`src/rtl/mini_i_cache_dm.sv`:
```
// Direct-mapped instruction cache. Misses refill the whole line one word at a
// time over a simple valid/ready bus, starting at word 0. A flush request is
// remembered until the controller is next in IDLE, where it is applied.
//
// state       | meaning
// ------------+-------------------------------------------------------------
// IDLE        | waiting for a fetch request; applies a pending flush first
// LOOKUP      | compares the tag and valid bit of the indexed line
// REFILL_ADDR | presents one refill word address on the bus
// REFILL_DATA | waits for that refill word and writes it into the line
// RESP        | holds the fetched word until the requester takes it
// FLUSH       | clears every valid bit (one cycle)
module mini_i_cache_dm #(
  parameter int data_width     = 32,
  parameter int addr_width     = 32,
  parameter int num_lines      = 16,
  parameter int words_per_line = 4,
  parameter int count_width    = 16
) (
  input  logic                   clock,
  input  logic                   reset_n,
  input  logic                   ir_addr_valid,
  output logic                   ir_addr_ready,
  input  logic [addr_width-1:0]  ir_addr,
  output logic                   ir_data_valid,
  input  logic                   ir_data_ready,
  output logic [data_width-1:0]  ir_data,
  output logic                   bus_ir_addr_valid,
  input  logic                   bus_ir_addr_ready,
  output logic [addr_width-1:0]  bus_ir_addr,
  input  logic                   bus_ir_data_valid,
  output logic                   bus_ir_data_ready,
  input  logic [data_width-1:0]  bus_ir_data,
  input  logic                   flush,
  output logic [count_width-1:0] hit_count,
  output logic [count_width-1:0] miss_count
);

  localparam int OB = $clog2(data_width / 8);
  localparam int WB = $clog2(words_per_line);
  localparam int LB = $clog2(num_lines);
  localparam int TW = addr_width - OB - WB - LB;
  localparam logic [addr_width-1:0] LINE_MASK =
    addr_width'(words_per_line * (data_width / 8) - 1);

  typedef enum logic [2:0] {
    IDLE, LOOKUP, REFILL_ADDR, REFILL_DATA, RESP, FLUSH
  } state_e;

  state_e state_q, state_d;

  logic [addr_width-1:0]  addr_q;
  logic [WB-1:0]          cnt_q;
  logic [num_lines-1:0]   valid_q;
  logic [TW-1:0]          tag_q [num_lines];
  logic [data_width-1:0]  mem_q [num_lines*words_per_line];
  logic [data_width-1:0]  rdata_q;
  logic                   flush_pend_q;
  logic [count_width-1:0] hit_q;
  logic [count_width-1:0] miss_q;

  logic [WB-1:0] req_word;
  logic [LB-1:0] req_line;
  logic [TW-1:0] req_tag;
  logic          hit;
  logic          last_word;
  logic          accept;
  logic          refill_wr;

  assign req_word  = addr_q[OB +: WB];
  assign req_line  = addr_q[OB+WB +: LB];
  assign req_tag   = addr_q[OB+WB+LB +: TW];
  assign hit       = valid_q[req_line] && (tag_q[req_line] == req_tag);
  assign last_word = (cnt_q == WB'(words_per_line - 1));
  assign accept    = ir_addr_valid && ir_addr_ready;
  assign refill_wr = (state_q == REFILL_DATA) && bus_ir_data_valid;

  // Refill word address: base of the requested line plus the word offset.
  assign bus_ir_addr = (addr_q & ~LINE_MASK) |
                       ({{(addr_width-WB){1'b0}}, cnt_q} << OB);
  assign ir_data     = rdata_q;
  assign hit_count   = hit_q;
  assign miss_count  = miss_q;

  // State register.
  always_ff @(posedge clock or negedge reset_n) begin
    if (!reset_n) state_q <= IDLE;
    else          state_q <= state_d;
  end

  // Next-state logic; a flush (pending or arriving now) beats a new request.
  always_comb begin
    state_d = state_q;
    case (state_q)
      IDLE: begin
        if (flush_pend_q || flush) state_d = FLUSH;
        else if (ir_addr_valid)    state_d = LOOKUP;
      end
      LOOKUP:      state_d = hit ? RESP : REFILL_ADDR;
      REFILL_ADDR: if (bus_ir_addr_ready) state_d = REFILL_DATA;
      REFILL_DATA: begin
        if (bus_ir_data_valid) state_d = last_word ? RESP : REFILL_ADDR;
      end
      RESP:        if (ir_data_ready) state_d = IDLE;
      FLUSH:       state_d = IDLE;
      default:     state_d = IDLE;
    endcase
  end

  // Handshake outputs decoded from the current state.
  always_comb begin
    ir_addr_ready     = 1'b0;
    ir_data_valid     = 1'b0;
    bus_ir_addr_valid = 1'b0;
    bus_ir_data_ready = 1'b0;
    case (state_q)
      IDLE:        ir_addr_ready     = !flush_pend_q && !flush;
      REFILL_ADDR: bus_ir_addr_valid = 1'b1;
      REFILL_DATA: bus_ir_data_ready = 1'b1;
      RESP:        ir_data_valid     = 1'b1;
      default:     ;
    endcase
  end

  // Control datapath: request address, word counter, valid bits, stats.
  always_ff @(posedge clock or negedge reset_n) begin
    if (!reset_n) begin
      addr_q       <= '0;
      cnt_q        <= '0;
      valid_q      <= '0;
      rdata_q      <= '0;
      flush_pend_q <= 1'b0;
      hit_q        <= '0;
      miss_q       <= '0;
    end else begin
      if (accept) addr_q <= ir_addr;

      if (state_q == FLUSH) flush_pend_q <= flush;
      else if (flush)       flush_pend_q <= 1'b1;

      case (state_q)
        LOOKUP: begin
          if (hit) begin
            rdata_q <= mem_q[{req_line, req_word}];
            if (hit_q != '1) hit_q <= hit_q + 1'b1;
          end else begin
            cnt_q             <= '0;
            valid_q[req_line] <= 1'b0;
            if (miss_q != '1) miss_q <= miss_q + 1'b1;
          end
        end
        REFILL_DATA: begin
          if (bus_ir_data_valid) begin
            if (cnt_q == req_word) rdata_q <= bus_ir_data;
            if (last_word) valid_q[req_line] <= 1'b1;
            else           cnt_q <= cnt_q + 1'b1;
          end
        end
        FLUSH:   valid_q <= '0;
        default: ;
      endcase
    end
  end

  // Line storage; contents are meaningless until the valid bit is set.
  always_ff @(posedge clock) begin
    if (refill_wr) begin
      mem_q[{req_line, cnt_q}] <= bus_ir_data;
      if (last_word) tag_q[req_line] <= req_tag;
    end
  end

endmodule

```
`config.mk`:
```
export PLATFORM = sky130hd
export DESIGN_NAME = mini_i_cache_dm
export DESIGN_NICKNAME = d
export VERILOG_FILES = /design/src/rtl/mini_i_cache_dm.sv
export SDC_FILE = /design/constraint.sdc
export NUM_CORES = 2
export LEC_CHECK = 0
export BUFFER_PORTS_ARGS = -buffer_cell sky130_fd_sc_hd__buf_2
export CAP_MARGIN = 15
export CORE_MARGIN = 4
export CORE_UTILIZATION = 42
export DETAILED_ROUTE_END_ITERATION = 6
export HOLD_SLACK_MARGIN = 0.12
export SLEW_MARGIN = 20
export SYNTH_ARGS = -nofsm -noshare
export SYNTH_HDL_FRONTEND = slang
export SYNTH_SLANG_ARGS = --single-unit
```
`constraint.sdc`:
```
create_clock -name clock -period 6.1 [get_ports clock]
set_input_delay 0.915 -clock clock [delete_from_list [all_inputs] [get_ports clock]]
set_output_delay 0.915 -clock clock [all_outputs]
set_load 0.01 [all_outputs]
```
==> metrics.md <==
| Metric | Value |
|---|---|
| Width of the die | 494 um |
| Finished layout cell area | 113000 sq um |
| Area Overhead vs Synth | 14.4% |
| Final WL | 265 mm |
| Core Util, Final | 48.2% |
| IO buf count | 166 |
| Lkg Pwr | 0.0350 uW |
| Cell taking the most area after synthesis | edfxtp_1 |
| CTS Buffer Depth | 4 |
| Hold_buf cts | 1 |
| Req. time, crit path | 6880 ps |
| Diode count | 0 |
| Slew of the pin with the lowest slew margin | 1150 ps |
| Cell variety after synth | 78 |
| RSZ-0062 raised after global routing | no |
| Yosys reg bits | 2548 |
| Initial DRC Count | 5970 |
| Max Slew Vio Count | 0 |
| Drt wl/cell | 32.4 um |
| Crit end category | register |
| Worst min-delay path class | input pin to register |
| Area of the core | 235000 sq um |
| # clock sinks | 2548 |
| Clk_lat worst skew | 920 ps |
| Mean Syn Cell Area | 22.3 sq um |
| Clk root buf | clkbuf_16 |
| Tcrit/Tclk final | 80.4% |
| Worst EP arrival | 5690 ps |
| Synthesized area | 99200 sq um |
| Final Non-Filler Cells | 8171 |
| Status | completed |
| IO Pins | 171 |
| Die Ht | 494 um |
| Placed instance area | 105000 sq um |
| First-pass DRT Iterations | 6 |
| Clk_skew | 62.7 ps |
| Remaining DRCs | 0 |
| Num rows | 178 |
| Initial antenna violation count | 10 |
| Peak Freq | 204 MHz |
| Hold Fails Final Rpt | 0 |
| Post-DP HPWL | 145 mm |
| CTS buffer count | 276 |
| Power Density | 396 nW/um^2 |
| Top post-synthesis cells by area | edfxtp_1, mux4_2, dfrtp_1 |
| H-tree lvl count | 5 |
| Top_reg_cell synth | edfxtp_1 |
| Layout cells sized above 1 | 31.8% |
| Max-slew headroom | 23.2% |
| CP Class | register to register |
| Via count | 48700 |
| Minimum clock period | 4910 ps |
| Synth async-reset ratio | 4.55% |
| Via density per instance | 5.95 |
| Worst-path clk slew | 60 ps |
| # setup viols final | 0 |
| Aggregate global routing overflow | 0 |
| Total track usage | 21.6% |
| Wire length of the first global-routing pass | 373 mm |
| Vias in the first global route | 48500 |
| Peak VDD IR | 0.273 mV |
| CP max FO | 48 |
| Largest net degree at the start of global routing | 90 |
| CTS tree | yes |
| Sum Neg Setup Slack | 0 ps |
| Seq/Total Area, Yosys | 76.6% |
| Yosys warns | 0 |
| Mapped Cells | 4447 |
| Detail Route Antenna Nets | 0 |
| Final Wtd Congestion | 0.770 |
| # nets final | 4913 |
| Die ar. | 244000 sq um |
| Initial core utilization | 42.2% |
| Placed Cells | 7705 |
| Post-synth EDFFs | 2432 |
| Cts repair resizes | 0 |
| Post-CTS setup buffer count | 0 |
| Synth top area share | 73.6% |
| Startpoint types | register |
| Max cap viols | 0 |
## cells in the mapped netlist (3+ instances only)
cell	count
nor2_1	131
a221oi_1	8
o21ai_0	72
o31ai_1	3
a22oi_1	27
mux4_2	685
a22o_1	20
clkbuf_1	100
buf_4	41
a32oi_1	4
a32o_1	4
a21oi_1	55
a21o_1	5
o22ai_1	6
nand2b_1	7
edfxtp_1	2432
nor2b_1	7
mux2i_1	147
a31oi_1	21
mux2_2	71
ha_1	3
nand3b_1	4
o21a_1	3
nand2_1	126
nor4_2	7
inv_1	19
nand3_1	23
buf_8	3
xnor2_1	36
buf_6	11
dfrtp_1	116
and2_1	6
buf_1	49
buf_2	64
nand4_1	14
nor3_1	25
and3_1	15
nor4b_2	3
nor4_1	4
xor2_1	19
a41oi_1	5
a211oi_1	4
## layer usage
metal	part of all wire (%)	global-route usage (%)
met5	0.0026	0
met4	3.1	6.36
met3	8.6	4.38
met2	47	33.1
met1	42	31.5
## sequential cells by signal, summed over array words and instances, names as in the netlist
| signal | count |
|---|---|
| addr_q | 30 |
| cnt_q | 2 |
| flush_pend_q | 1 |
| hit_count | 16 |
| ir_data | 32 |
| mem_q | 2048 |
| miss_count | 16 |
| state_q | 3 |
| tag_q | 384 |
| valid_q | 16 |
## layout make-up
type / instances / area (sq um)
clock buffer: 372 / 7470
fill: 19100 / 122000
tap: 3150 / 3940
inverter: 22 / 82.6
clock inverter: 88 / 742
multi-input combinational: 1609 / 22400
timing repair buffer: 382 / 2880
sequential: 2548 / 76000
## worst max-delay path: stages, from the launching register on
cell     delay (ps)
dfrtp_4        1040
buf_4           340
and2b_2         310
buf_4           320
a22oi_1         280
and3_1          180
o21ai_0          70
o32a_1          480
nor4_2          320
nand4_1         320
a21oi_4         210
buf_4           400
mux2_2          390
## power by group
group          switching [uW]  internal, uW
sequential                611         19700
combinational            5060          4090
clock                    6540          8980
## cell usage in the layout, fill, tap and decap left out, types with 8 or more instances in the layout
cell type     n
clkinv_2     28
nor3_2       10
buf_12       26
nand4_1      14
xnor2_1      36
buf_4       191
inv_1        18
nor2_4       72
dfrtp_1     110
and3_1       15
buf_2       159
a21oi_1      55
mux4_2      685
a22o_1       20
nor2_1       59
bufinv_16    10
clkbuf_16   280
nor3_1       16
clkbuf_8     12
xor2_1       19
edfxtp_1   2432
clkinv_1     36
nand3_1      23
a221oi_1      8
a31oi_1      20
mux2i_1     147
o21ai_0      72
nand2_1     124
clkbuf_1     80
a22oi_1      27
mux2_2       71
## per-stage QoR
stage | power (uW) | hold WS [ps] | worst slack (ps)
detailed placement | 29900 | 466 | 1120
finish | 45000 | 237 | 1190
global route | 46600 | 203 | 889
global placement | 29800 | 461 | 1140
floorplan | 26600 | 450 | 1350
CTS | 45400 | 177 | 1120
## path summary, 6_finish.rpt
check | start | endpoint | slack [ps] | cells after the start
min in group asynchronous | reset_n | addr_q[22]$_DFFE_PN0P_ | 640 | 2
worst min-delay path | flush | flush_pend_q$_DFFE_PN0P_ | 240 | 2
worst min register to register | flush_pend_q$_DFFE_PN0P_ | flush_pend_q$_DFFE_PN0P_ | 480 | 1
worst max register to register | addr_q[5]$_DFFE_PN0P_ | ir_data[11]$_DFFE_PN0P_ | 1190 | 12
max in group asynchronous | reset_n | ir_data[9]$_DFFE_PN0P_ | 4040 | 3
worst max-delay path | addr_q[5]$_DFFE_PN0P_ | ir_data[11]$_DFFE_PN0P_ | 1190 | 12
## logic make-up after synthesis
group	after synthesis	synth area share (%)
DFF	2548	76.6
AOI/OAI and AO/OA	258	1.71
muxes	904	17.9
adders and majority gates	3	0.0379
xor gates and xnor gates	55	0.486
other	1	0.00378
buffers and inverters	291	1.47
and+or+nand+nor	387	1.86
Power figures use the tool's default switching activity.
